===== config.mk =====
export PLATFORM = sky130hd
export DESIGN_NAME = lsu_ctrl
export DESIGN_NICKNAME = d
export VERILOG_FILES = /design/src/rtl/lsu_pkg.sv /design/src/rtl/lsu_align.sv /design/src/rtl/lsu_ctrl.sv
export SDC_FILE = /design/constraint.sdc
export NUM_CORES = 1
export LEC_CHECK = 0
export BUFFER_PORTS_ARGS = -buffer_cell sky130_fd_sc_hd__buf_2
export CELL_PAD_IN_SITES_DETAIL_PLACEMENT = 1
export CELL_PAD_IN_SITES_GLOBAL_PLACEMENT = 1
export CORE_UTILIZATION = 38
export DETAILED_ROUTE_END_ITERATION = 10
export GPL_ROUTABILITY_DRIVEN = 0
export PLACE_DENSITY = 0.84
export SKIP_CTS_REPAIR_TIMING = 1
export SYNTH_ARGS = -nofsm -noshare
export SYNTH_HDL_FRONTEND = slang
export SYNTH_HIERARCHICAL = 1
export SYNTH_SLANG_ARGS = --single-unit

===== constraint.sdc =====
create_clock -name clk -period 4.65 [get_ports clk]
set_input_delay 0.465 -clock clk [delete_from_list [all_inputs] [get_ports clk]]
set_output_delay 0.465 -clock clk [all_outputs]
set_load 0.05 [all_outputs]

===== src/rtl/lsu_pkg.sv =====
// lsu_pkg
// Shared types and constants for the load/store controller:
//   lsu_state_t  - controller FSM states
//   LB..LHU      - funct3 encodings of the memory ops
//   ERR_*        - codes reported on out_err
//   is_misaligned - alignment rule applied when an op is accepted
package lsu_pkg;

    typedef enum logic [1:0] {
        S_IDLE = 2'd0,
        S_REQ  = 2'd1,
        S_WAIT = 2'd2,
        S_RESP = 2'd3
    } lsu_state_t;

    localparam logic [2:0] LB  = 3'd0;
    localparam logic [2:0] LH  = 3'd1;
    localparam logic [2:0] LW  = 3'd2;
    localparam logic [2:0] LBU = 3'd4;
    localparam logic [2:0] LHU = 3'd5;

    localparam logic [1:0] ERR_NONE     = 2'd0;
    localparam logic [1:0] ERR_MISALIGN = 2'd1;
    localparam logic [1:0] ERR_TIMEOUT  = 2'd2;

    // Bytes never misalign; halves need addr[0]=0; words and the
    // unassigned encodings (treated as words) need addr[1:0]=0.
    function automatic logic is_misaligned(input logic [2:0] op,
                                           input logic [1:0] off);
        logic mis;
        case (op)
            LB, LBU: mis = 1'b0;
            LH, LHU: mis = off[0];
            default: mis = (off != 2'b00);
        endcase
        return mis;
    endfunction

endpackage


===== src/rtl/lsu_align.sv =====
// lsu_align
// Purely combinational byte-lane steering for the load/store controller.
// Ports:
//   st_op, st_off, st_data  -> st_wdata, st_wmask : store data replicated
//                              across lanes and the 4-bit byte mask
//   ld_op, ld_off, ld_word  -> ld_data            : lane extraction plus
//                              sign/zero extension of a returned word
module lsu_align
    import lsu_pkg::*;
(
    input  logic [2:0]  st_op,
    input  logic [1:0]  st_off,
    input  logic [31:0] st_data,
    output logic [31:0] st_wdata,
    output logic [3:0]  st_wmask,
    input  logic [2:0]  ld_op,
    input  logic [1:0]  ld_off,
    input  logic [31:0] ld_word,
    output logic [31:0] ld_data
);

    logic [7:0]  ld_byte;
    logic [15:0] ld_half;

    // Store direction: replicating the data lets the mask alone pick the
    // lane, so no barrel shift of the data is needed.
    always_comb begin
        st_wdata = st_data;
        st_wmask = 4'hF;
        case (st_op)
            LB, LBU: begin
                st_wdata = {4{st_data[7:0]}};
                st_wmask = 4'b0001 << st_off;
            end
            LH, LHU: begin
                st_wdata = {2{st_data[15:0]}};
                st_wmask = 4'b0011 << st_off;
            end
            default: begin
                st_wdata = st_data;
                st_wmask = 4'hF;
            end
        endcase
    end

    // Load direction: pick the addressed lane, then extend per op.
    always_comb begin
        ld_byte = ld_word[7:0];
        case (ld_off)
            2'd0:    ld_byte = ld_word[7:0];
            2'd1:    ld_byte = ld_word[15:8];
            2'd2:    ld_byte = ld_word[23:16];
            default: ld_byte = ld_word[31:24];
        endcase
        ld_half = ld_off[1] ? ld_word[31:16] : ld_word[15:0];

        ld_data = ld_word;
        case (ld_op)
            LB:      ld_data = {{24{ld_byte[7]}}, ld_byte};
            LBU:     ld_data = {24'd0, ld_byte};
            LH:      ld_data = {{16{ld_half[15]}}, ld_half};
            LHU:     ld_data = {16'd0, ld_half};
            default: ld_data = ld_word;
        endcase
    end

endmodule


===== src/rtl/lsu_ctrl.sv =====
// lsu_ctrl
// Load/store controller between execute and the data-memory port.
// One op in flight; every output is a flop or a decode of the state.
// Ports:
//   clk, rst                       - clock, synchronous active-high reset
//   in_valid/in_ready              - op handshake from execute
//   in_wen, in_op, in_addr, in_wdata - op fields (funct3 encoding in in_op)
//   mem_req/mem_gnt                - request channel to data memory
//   mem_wen, mem_addr, mem_wdata, mem_wmask - request fields
//   mem_rvalid, mem_rdata          - memory response
//   out_valid/out_ready            - result handshake to write-back
//   out_rdata, out_err             - extended load data / error code
// Parameter TIMEOUT (>= 1): WAIT cycles before a bus timeout is reported.
module lsu_ctrl
    import lsu_pkg::*;
#(
    parameter int unsigned TIMEOUT = 255
) (
    input  logic        clk,
    input  logic        rst,
    input  logic        in_valid,
    output logic        in_ready,
    input  logic        in_wen,
    input  logic [2:0]  in_op,
    input  logic [31:0] in_addr,
    input  logic [31:0] in_wdata,
    output logic        mem_req,
    input  logic        mem_gnt,
    output logic        mem_wen,
    output logic [31:0] mem_addr,
    output logic [31:0] mem_wdata,
    output logic [7:0]  mem_wmask,
    input  logic        mem_rvalid,
    input  logic [31:0] mem_rdata,
    output logic        out_valid,
    input  logic        out_ready,
    output logic [31:0] out_rdata,
    output logic [1:0]  out_err
);

    // The counter only has to reach TIMEOUT-1.
    localparam int unsigned CNT_W = (TIMEOUT > 1) ? $clog2(TIMEOUT) : 1;
    localparam logic [CNT_W-1:0] CNT_LAST = CNT_W'(TIMEOUT - 1);

    lsu_state_t        state_q, state_d;
    logic              wen_q, wen_d;
    logic [2:0]        op_q, op_d;
    logic [1:0]        off_q, off_d;
    logic [31:0]       addr_q, addr_d;
    logic [31:0]       wdata_q, wdata_d;
    logic [3:0]        wmask_q, wmask_d;
    logic [CNT_W-1:0]  cnt_q, cnt_d;
    logic [31:0]       rdata_q, rdata_d;
    logic [1:0]        err_q, err_d;

    logic [31:0]       st_wdata;
    logic [3:0]        st_wmask;
    logic [31:0]       ld_data;

    // Store steering works on the incoming op; load extraction works on
    // the latched op/offset against the raw response word.
    lsu_align u_align (
        .st_op    (in_op),
        .st_off   (in_addr[1:0]),
        .st_data  (in_wdata),
        .st_wdata (st_wdata),
        .st_wmask (st_wmask),
        .ld_op    (op_q),
        .ld_off   (off_q),
        .ld_word  (mem_rdata),
        .ld_data  (ld_data)
    );

    always_ff @(posedge clk) begin
        if (rst) begin
            state_q <= S_IDLE;
            wen_q   <= 1'b0;
            op_q    <= 3'd0;
            off_q   <= 2'd0;
            addr_q  <= 32'd0;
            wdata_q <= 32'd0;
            wmask_q <= 4'd0;
            cnt_q   <= '0;
            rdata_q <= 32'd0;
            err_q   <= ERR_NONE;
        end else begin
            state_q <= state_d;
            wen_q   <= wen_d;
            op_q    <= op_d;
            off_q   <= off_d;
            addr_q  <= addr_d;
            wdata_q <= wdata_d;
            wmask_q <= wmask_d;
            cnt_q   <= cnt_d;
            rdata_q <= rdata_d;
            err_q   <= err_d;
        end
    end

    always_comb begin
        state_d = state_q;
        wen_d   = wen_q;
        op_d    = op_q;
        off_d   = off_q;
        addr_d  = addr_q;
        wdata_d = wdata_q;
        wmask_d = wmask_q;
        cnt_d   = cnt_q;
        rdata_d = rdata_q;
        err_d   = err_q;

        case (state_q)
            S_IDLE: begin
                if (in_valid) begin
                    wen_d   = in_wen;
                    op_d    = in_op;
                    off_d   = in_addr[1:0];
                    addr_d  = {in_addr[31:2], 2'b00};
                    // Loads carry no write data or mask on the bus.
                    wdata_d = in_wen ? st_wdata : 32'd0;
                    wmask_d = in_wen ? st_wmask : 4'd0;
                    cnt_d   = '0;
                    rdata_d = 32'd0;
                    if (is_misaligned(in_op, in_addr[1:0])) begin
                        err_d   = ERR_MISALIGN;
                        state_d = S_RESP;
                    end else begin
                        err_d   = ERR_NONE;
                        state_d = S_REQ;
                    end
                end
            end
            S_REQ: begin
                if (mem_gnt) begin
                    cnt_d   = '0;
                    state_d = S_WAIT;
                end
            end
            S_WAIT: begin
                // A response in the final counted cycle still wins.
                if (mem_rvalid) begin
                    rdata_d = wen_q ? 32'd0 : ld_data;
                    err_d   = ERR_NONE;
                    state_d = S_RESP;
                end else if (cnt_q == CNT_LAST) begin
                    rdata_d = 32'd0;
                    err_d   = ERR_TIMEOUT;
                    state_d = S_RESP;
                end else begin
                    cnt_d = cnt_q + CNT_W'(1);
                end
            end
            S_RESP: begin
                if (out_ready) begin
                    state_d = S_IDLE;
                end
            end
            default: begin
                state_d = S_IDLE;
            end
        endcase
    end

    assign in_ready  = (state_q == S_IDLE);
    assign mem_req   = (state_q == S_REQ);
    assign mem_wen   = wen_q;
    assign mem_addr  = addr_q;
    assign mem_wdata = wdata_q;
    assign mem_wmask = {4'd0, wmask_q};
    assign out_valid = (state_q == S_RESP);
    assign out_rdata = rdata_q;
    assign out_err   = err_q;

endmodule


## Yosys cells after proc, flatten, opt, wreduce, memory -nomap -nowiden

Cells that the tools add are included.

- Word-level logic and storage cells: 76
- Register bits after elaboration: 116

- Shifts and indexed selects: 2
- Reduce and logical (&&, ||, !) cells: 13
- Eq/ne operators: 18
- Multiplexer cells: 32
- Add/subtract/negate cells: 1

Operators with widths:

| operator | number |
|---|---|
| two-way mux 32 bit | 5 |
| case mux 32 bit (2 select lines) | 2 |
| case mux 32 bit (4 select lines) | 1 |
| case mux 8 bit (3 select lines) | 2 |
| two-way mux 8 bit | 4 |
| two-way mux 2 bit | 9 |
| two-way mux 16 bit | 1 |
| == test 3 bit, second input constant | 4 |
| adder 8 x 1 -> 8 bit, second input constant | 1 |
| == test 8 bit, second input constant | 1 |
| case mux 2 bit (4 select lines) | 1 |
| case mux 4 bit (2 select lines) | 1 |
| == test 2 bit, second input constant | 3 |
| == test 3 x 1 -> 1 bit, second input constant | 2 |
| zero test 3 bit | 2 |
| inequality test 2 bit, second input constant | 3 |
| AND reduction 5 bit | 1 |
| == test 2 x 1 -> 1 bit, second input constant | 2 |
| zero test 2 bit | 2 |
| two-way mux 4 bit | 1 |
| inequality test 2 x 1 -> 1 bit, second input constant | 2 |
| case mux 2 bit (2 select lines) | 1 |
| AND reduction 4 bit | 1 |
| nonzero test 2 bit | 2 |
| other kinds (9) | 12 |

## Longest topological paths before layout

Gate-level depths: netlist (run 1).

- Depth in word-level cells: 8
- Mapped depth: 8
- Gate-level depth less buffers: 6

## Modules after synthesis

The synthesis (run 1) kept the hierarchy.

By module, submodules not included:

| module | instances | area each (µm²) | cells each | seq. area each (µm²) |
|---|---|---|---|---|
| lsu_ctrl | 1 | 4,630.7 | 564 | 2,322.2 |
| lsu_align | 1 | 1,242.4 | 166 | 0.0 |

## Worst setup path before layout (run 1)

No wires, ideal clock.

- Kind: reg2reg
- Start: register state_q[0]
- End: register cnt_q[4]
- Library setup time: 0.070 ns
- Buffers on the path: 0
- Period minus slack after synthesis: 2.127 ns
- Path slack: 2.523 ns
- Stages on the path, launching flop included: 7
- Arrival: 2.056 ns
- Cells stage by stage: dfxtp_1 inv_1 ha_1 nor2b_4 or3_4 or4b_1 a21oi_1

- Word-level cells in the longest chain between the ends: 3
- Elaborated cells on any way between the ends: 10

Ends and longest elaborated chain:

| item | line | RTL |
|---|---|---|
| start, declared | lsu_ctrl.sv:45 | `lsu_state_t state_q, state_d;` |
| start signal, assigned | lsu_ctrl.sv:87 | `state_q <= state_d;` |
| zero test 2 bit * | -- |  |
| via in_ready | lsu_ctrl.sv:22 | `output logic in_ready,` |
| inequality test 2 bit (no line) / nonzero test 3 bit (equally long branches) | -- |  |
| AND reduction 5 bit (no line) | -- |  |
| end signal, assigned | lsu_ctrl.sv:94 | `cnt_q <= cnt_d;` |
| end, declared | lsu_ctrl.sv:52 | `logic [CNT_W-1:0] cnt_q, cnt_d;` |

The timed path passes the listed nets; every way through them passes the cells marked *.
A chain may end at the register's enable or synchronous reset.

## Final worst setup path (run 1)

- Start: register off_q[1]
- End: register rdata_q[17] (netlist: out_rdata[17])

- Word-level cells in the longest chain between the ends: 6
- Elaborated cells on any way between the ends: 9

Ends and longest elaborated chain:

| item | line | RTL |
|---|---|---|
| start, declared | lsu_ctrl.sv:48 | `logic [1:0] off_q, off_d;` |
| start signal, assigned | lsu_ctrl.sv:79 | `off_q <= 2'd0;` |
| start signal, assigned | lsu_ctrl.sv:90 | `off_q <= off_d;` |
| == test 2 bit (tied with other cells) | lsu_align.sv:49 | `case (ld_off)` |
| case mux 8 bit (3 select lines) | lsu_align.sv:49 |  |
| case mux 32 bit (4 select lines) * | lsu_align.sv:58 | `case (ld_op)` |
| via ld_data[17] | lsu_ctrl.sv:58 | `logic [31:0] ld_data;` |
| two-way mux 32 bit * | lsu_ctrl.sv:142 | `rdata_d = wen_q ? 32'd0 : ld_data;` |
| two-way mux 32 bit * | lsu_ctrl.sv:141 | `if (mem_rvalid) begin` |
| case mux 32 bit (2 select lines) * | lsu_ctrl.sv:112 | `case (state_q)` |
| end signal, assigned | lsu_ctrl.sv:95 | `rdata_q <= rdata_d;` |
| end, declared | lsu_ctrl.sv:53 | `logic [31:0] rdata_q, rdata_d;` |

Marked as above.

==> qor.csv, run 1 <==
metric,value,unit
outcome,"complete, no violations",
most frequent cells in the layout,"208 x sky130_fd_sc_hd__buf_2, 202 x sky130_fd_sc_hd__nand2_1, 116 x sky130_fd_sc_hd__dfxtp_1, 88 x sky130_fd_sc_hd__a21oi_1, 43 x sky130_fd_sc_hd__nand3_1",
number of enable flip-flop cells after synthesis,0,
"Distinct cells, synth",55,
sum of buffers and inverters on the critical path,0,
"Slew Viols, Final",0,
via count,5897,
worst reg2reg setup slack,2.14,ns
clock network latency to the later pin of the worst-skew pair,0.41,ns
GRT Resource Usage Total,24.3,%
Worst path top cell family by delay,compound AO/OA/AOI/OAI gates,
clock sink count,116,
detailed router's first-iteration violation count,297,
GR Layer Usage met3,8.77,%
"Cell Area, Synth",0.00587,sq mm
worst setup skew after layout,0.00560,ns
Yosys warnings,6,
Nets,1011,
final HPWL from detailed placement,12900,microns
overall routed net length,18900,microns
clock tree from TritonCTS,done,
area of the core,0.0151,sq mm
share of the cycle needed by the critical path after routing,54.1,%
TNS Setup,0,ns
post-synthesis cell type with the largest combined area,sky130_fd_sc_hd__dfxtp_1,
vias per cell,5.37,
horizontal extent of the die,126,microns
final number of setup-violating endpoints,0,
H-tree depth,4,
Root Driver,sky130_fd_sc_hd__clkbuf_16,
number of antenna violations at the first check in global routing,0,
proportion of power drawn by combinational gates,36.4,%
via count of the first global-routing pass,5959,
highest clock frequency the design can meet,398,MHz
first-pass iteration count of the detailed router,4,
Total Die Area,0.0160,sq mm
Cell Rows,45,
Die Span Y,126,microns
Ant. Diodes,0,
launching instance or port of the critical path,off_q[1],
number of buffers added by the clock tree synthesis step,17,
path category of the worst min-delay check,primary input to register,
cell count of the worst reg-to-reg path,5,
power share of the sequential group,29.5,%
Crit path arrival time,2.78,ns
static leakage,0.00337,uW
beginning of the worst hold path,in_addr[15],
final total power,4110,uW
CTS clock-pin slew for the worst setup and hold paths,0.06,ns
number of maximum-capacitance constraint violations,0,
post-layout min period,2.51,ns
Sw Ratio,39.3,%
effective utilization at floorplan,38.8,%
VDD IR-drop max,0.290,mV
post-synth top area share,39.5,%
Syn-to-layout area delta,27.5,%
areal power density over the cells,549,mW/mm^2
Cell Int Power,2500,uW
Crit Reg-Reg Startpoint,off_q[1],
worst-path maximum fanout,21,
Global Route met1 Usage,29.8,%
worst-path cell with the longest stage delay,sky130_fd_sc_hd__dfxtp_1,
setup repair after global routing missed its margin,no,
layout cell share with drive strength beyond 1,29.8,%
Yosys reg bits,116,
busiest layer in global routing,met2,
Clk network pwr share,34.1,%
category of the worst setup path capture point,register,
Area contributors post-synth,"sky130_fd_sc_hd__dfxtp_1 40%, sky130_fd_sc_hd__nand2_1 13%, sky130_fd_sc_hd__a21oi_1 7.5%",
post-synthesis sequential area ratio,39.5,%
"leading cell type in the layout, fill and taps excluded",sky130_fd_sc_hd__buf_2,
DRC violation count after routing,0,
dominant register cell in the synthesized netlist,sky130_fd_sc_hd__dfxtp_1,
Switching Power,1610,uW
kind of start point of the critical path,register,
total count of hold-check failures in the final report,0,
pin count of the biggest net entering global routing,88,
number of standard cells after synthesis,730,
average cell area after synthesis,8.05,sq um
average wire per standard cell,17.2,microns
classification of the worst setup path,register to register,
"Cell Chain, Critical Path","mux4_2, a22oi_2, o21ai_0, nand2_1, mux2i_1",
Port Buffer Count,209,
residual antenna-violating net count after detailed routing,0,
number of cells on the critical path,5,
fraction of met2 tracks used by global routing,39.2,%
max incr delay on CP,0.85,ns
proportion of synthesized flip-flops having asynchronous set or reset,0,%
buffer depth of the longest clock path,2,
wire length of the first global-routing pass,30600,microns
worst rel slew slack,24.7,%
number of top-level pins,216,
required time of the critical path,4.91,ns
overflow left after global routing,0,
Worst Max-Slew Pin Slew,1.13,ns
cell depth of the worst min-delay path,3,
final cells by class:
type | count | area [sq um]
Fill cell | 1891 | 7650
Multi-Input combinational cell | 531 | 3160
Sequential cell | 116 | 2320
Timing Repair Buffer | 212 | 1070
Clock buffer | 22 | 474
Tap cell | 188 | 235
Clock inverter | 10 | 153
Inverter | 19 | 71.3
worst reg2reg max path, stage by stage, from the launching register on:
cell                      delay, ns
sky130_fd_sc_hd__dfxtp_1       0.85
sky130_fd_sc_hd__mux4_2        0.47
sky130_fd_sc_hd__a22oi_2       0.60
sky130_fd_sc_hd__o21ai_0       0.27
sky130_fd_sc_hd__nand2_1       0.11
sky130_fd_sc_hd__mux2i_1       0.06
state kept, by name, summed over array words and instances, names as in the netlist:
signal / count
state_q: 2
off_q: 2
op_q: 3
out_err: 2
wmask_q: 4
cnt_q: 8
mem_wdata: 32
mem_addr: 30
mem_wen: 1
out_rdata: 32
kinds of logic (layout without fill, tap and decap cells):
group / after synthesis / after routing / synth area share [%]
compound gates: 152 / 152 / 15.7
fa+ha+maj: 8 / 8 / 1.70
other cells: 1 / 6 / 0.0639
mux: 66 / 66 / 13.8
simple gates: 299 / 299 / 22.0
flops: 116 / 116 / 39.5
buf+inv: 88 / 263 / 7.16
layer usage:
layer | vias to the layer above | routed length (microns)
met5 | - | 0
met4 | 0 | 380
met3 | 29 | 1610
met2 | 216 | 8890
met1 | 2813 | 8050
li1 | 2839 | -
power groups by stage:
stage | Clock (uW) | Sequential [uW] | Combinational, uW
final | 1400 | 1210 | 1500
after global routing | 1470 | 1230 | 1610
after CTS | 1430 | 1210 | 1500
after detailed placement | 0 | 1230 | 1490
after global placement | 0 | 1230 | 1470
after floorplan | 0 | 1550 | 821
through the flow:
| stage | area [sq um] | instances | utilization, % | setup slack [ns] | hold WS [ns] |
|---|---|---|---|---|---|
| 3_5_place_dp | 6860 | 1066 | 45.3 | 2.17 | 0.445 |
| 3_3_place_gp | 6860 | 1066 | 45.3 | 2.18 | 0.436 |
| 4_1_cts | 7490 | 1098 | 49.5 | 2.16 | 0.271 |
| 2_1_floorplan | 5890 | 735 | - | 2.52 | 0.449 |
| 5_1_grt | 7490 | 1098 | 49.5 | 1.94 | 0.282 |
| 6_report | 7490 | 1098 | 49.5 | 2.14 | 0.284 |
synth_stat cells (9+ instances only):
cell,number
sky130_fd_sc_hd__nand2_1,204
sky130_fd_sc_hd__dfxtp_1,116
sky130_fd_sc_hd__a21oi_1,88
sky130_fd_sc_hd__nand3_1,43
sky130_fd_sc_hd__mux2i_1,41
sky130_fd_sc_hd__clkbuf_1,35
sky130_fd_sc_hd__o21ai_0,21
sky130_fd_sc_hd__nor2_1,20
sky130_fd_sc_hd__inv_1,18
sky130_fd_sc_hd__mux2_2,17
sky130_fd_sc_hd__buf_4,15
sky130_fd_sc_hd__a311oi_1,9
final timing paths:
path	end
min	mem_addr[15]
min reg2reg	mem_wdata[19]
max	out_rdata[17]
max reg2reg	out_rdata[17]
(Power assumes the default switching activity.)
==> run 2: changes to the inputs <==
--- a/config.mk
+++ b/config.mk
@@ -8,10 +8,10 @@
 export BUFFER_PORTS_ARGS = -buffer_cell sky130_fd_sc_hd__buf_2
 export CELL_PAD_IN_SITES_DETAIL_PLACEMENT = 1
 export CELL_PAD_IN_SITES_GLOBAL_PLACEMENT = 1
-export CORE_UTILIZATION = 38
+export CORE_UTILIZATION = 35
 export DETAILED_ROUTE_END_ITERATION = 10
 export GPL_ROUTABILITY_DRIVEN = 0
-export PLACE_DENSITY = 0.84
+export PLACE_DENSITY = 0.78
 export SKIP_CTS_REPAIR_TIMING = 1
 export SYNTH_ARGS = -nofsm -noshare
 export SYNTH_HDL_FRONTEND = slang
==> constraint.sdc (replaced) <==
create_clock -name clk -period 2.45 [get_ports clk]
set_input_delay 0.245 -clock clk [delete_from_list [all_inputs] [get_ports clk]]
set_output_delay 0.245 -clock clk [all_outputs]
set_load 0.05 [all_outputs]
==> qor.csv, run 2 (synthesis gave the netlist of run 1 again) <==
metric,value,unit,change
outcome,"complete, no violations",,
areal power density over the cells,1000,mW/mm^2,+83%
GRT Resource Usage Total,22.8,%,-1.5 points
number of top-level pins,216,,unchanged
path category of the worst min-delay check,primary input to register,,
wire length of the first global-routing pass,31600,microns,+3.3%
area of all placed cells without fillers,0.00759,sq mm,+1.3%
highest clock frequency the design can meet,476,MHz,+20%
worst-path maximum fanout,6,,-71%
overflow left after global routing,0,,unchanged
CTS clock-pin slew for the worst setup and hold paths,0.06,ns,about the same
horizontal extent of the die,132,microns,+4.1%
setup repair after global routing missed its margin,no,,
final HPWL from detailed placement,13600,microns,+5.2%
Cell Rows,46,,+2.2%
cell depth of the worst min-delay path,3,,unchanged
area of the core,0.0161,sq mm,+6.4%
Total Die Area,0.0173,sq mm,+8.4%
share of the cycle needed by the critical path after routing,85.8,%,+32 points
static leakage,0.00340,uW,+1.0%
first-pass iteration count of the detailed router,4,,unchanged
most frequent cells in the layout,"208 x sky130_fd_sc_hd__buf_2, 202 x sky130_fd_sc_hd__nand2_1, 116 x sky130_fd_sc_hd__dfxtp_1, 88 x sky130_fd_sc_hd__a21oi_1, 43 x sky130_fd_sc_hd__nand3_1",,
TNS Setup,0,ns,unchanged
via count,5977,,+1.4%
Worst Max-Slew Pin Slew,0.695,ns,-0.435 ns
number of buffers added by the clock tree synthesis step,17,,unchanged
layout cell share with drive strength beyond 1,30.7,%,+0.91 points
placement-stage cell area,0.00703,sq mm,+2.5%
via count of the first global-routing pass,6060,,+1.7%
DRC violation count after routing,0,,unchanged
worst rel slew slack,53.6,%,+29 points
effective utilization at floorplan,36.4,%,-2.3 points
pin count of the biggest net entering global routing,74,,-16%
"leading cell type in the layout, fill and taps excluded",sky130_fd_sc_hd__buf_2,,
H-tree depth,4,,unchanged
clock network latency to the later pin of the worst-skew pair,0.41,ns,about the same
worst setup skew after layout,0.00664,ns,+0.00104 ns
clock sink count,116,,unchanged
Root Driver,sky130_fd_sc_hd__clkbuf_16,,
average wire per standard cell,17.2,microns,about the same
final worst hold slack,0.0612,ns,-0.223 ns
post-layout min period,2.10,ns,-0.413 ns
detailed router's first-iteration violation count,325,,+9.4%
kind of start point of the critical path,register,,
number of maximum-capacitance constraint violations,0,,unchanged
Die Span Y,132,microns,+4.1%
clock tree from TritonCTS,done,,
Ant. Diodes,0,,unchanged
final total power,7620,uW,+85%
buffer depth of the longest clock path,2,,unchanged
final standard cell count with taps included and fillers excluded,1138,,+3.6%
cell count of the worst reg-to-reg path,6,,+1
residual antenna-violating net count after detailed routing,0,,unchanged
total count of hold-check failures in the final report,0,,unchanged
VDD IR-drop max,0.593,mV,+100%
Crit path arrival time,2.38,ns,-0.40 ns
Nets,1024,,+1.3%
Syn-to-layout area delta,29.2,%,
vias per cell,5.25,,-2.2%
number of antenna violations at the first check in global routing,2,,+2
final number of setup-violating endpoints,0,,unchanged
"Slew Viols, Final",0,,unchanged
overall routed net length,19600,microns,+3.6%
category of the worst setup path capture point,register,,
placed insts,1107,,+3.8%
classification of the worst setup path,register to register,,
required time of the critical path,2.73,ns,-2.18 ns
Port Buffer Count,209,,unchanged
## run 2: cell count changes in the layout (fill, tap and decap cells not counted), sizes merged
cell / before / now
clkinv: 5 / 4
bufinv: 4 / 1
buf: 212 / 225
clkinvlp: 1 / 4
## run 2: critical path: stages, from the launching register on
cell,delay (ns)
sky130_fd_sc_hd__dfxtp_1,0.41
sky130_fd_sc_hd__inv_1,0.12
sky130_fd_sc_hd__ha_1,0.29
sky130_fd_sc_hd__nor2b_4,0.17
sky130_fd_sc_hd__or3_4,0.38
sky130_fd_sc_hd__a21oi_1,0.42
sky130_fd_sc_hd__o311ai_0,0.17
## run 2: worst paths after layout
check / from / to / slack (ns)
worst max-delay path: state_q[0] / cnt_q[5] / 0.35
worst min register to register: mem_wdata[6] / mem_wdata[6] / 0.45
worst max register to register: state_q[0] / cnt_q[5] / 0.35
worst min-delay path: in_addr[21] / mem_addr[21] / 0.06
## run 2: layout make-up
class                   count  area [sq um]
clock buffers              22           474
clock inverters             9          80.1
fillers                  1990          8530
inverters                  19          71.3
multi-input cells         531          3160
flip-flops and latches    116          2320
well taps                 216           270
repair buffers            225          1210
## run 2: through the flow
| stage | utilization (%) | setup WS [ns] |
|---|---|---|
| floorplan | - | 0.323 |
| global placement | 43.6 | 0.468 |
| detailed placement | 43.6 | 0.355 |
| CTS | 47.1 | 0.329 |
| global route | 47.1 | 0.197 |
| finish | 47.1 | 0.348 |
## run 2: power breakdown
group | internal (uW) | total [uW] | switching (uW)
combinational | 934 | 2990 | 2050
clock | 1460 | 2360 | 898
sequential | 2120 | 2270 | 156
total | 4510 | 7620 | 3110
## run 2: metal layers
| layer | up-vias | global-route usage, % | routed length [microns] |
|---|---|---|---|
| met3 | 33 | 7.95 | 1730 |
| met1 | 2849 | 27.5 | 8300 |
| met4 | 4 | 8.91 | 357 |
| li1 | 2867 | - | - |
| met2 | 224 | 36.8 | 9210 |
| met5 | - | 0 | 27 |
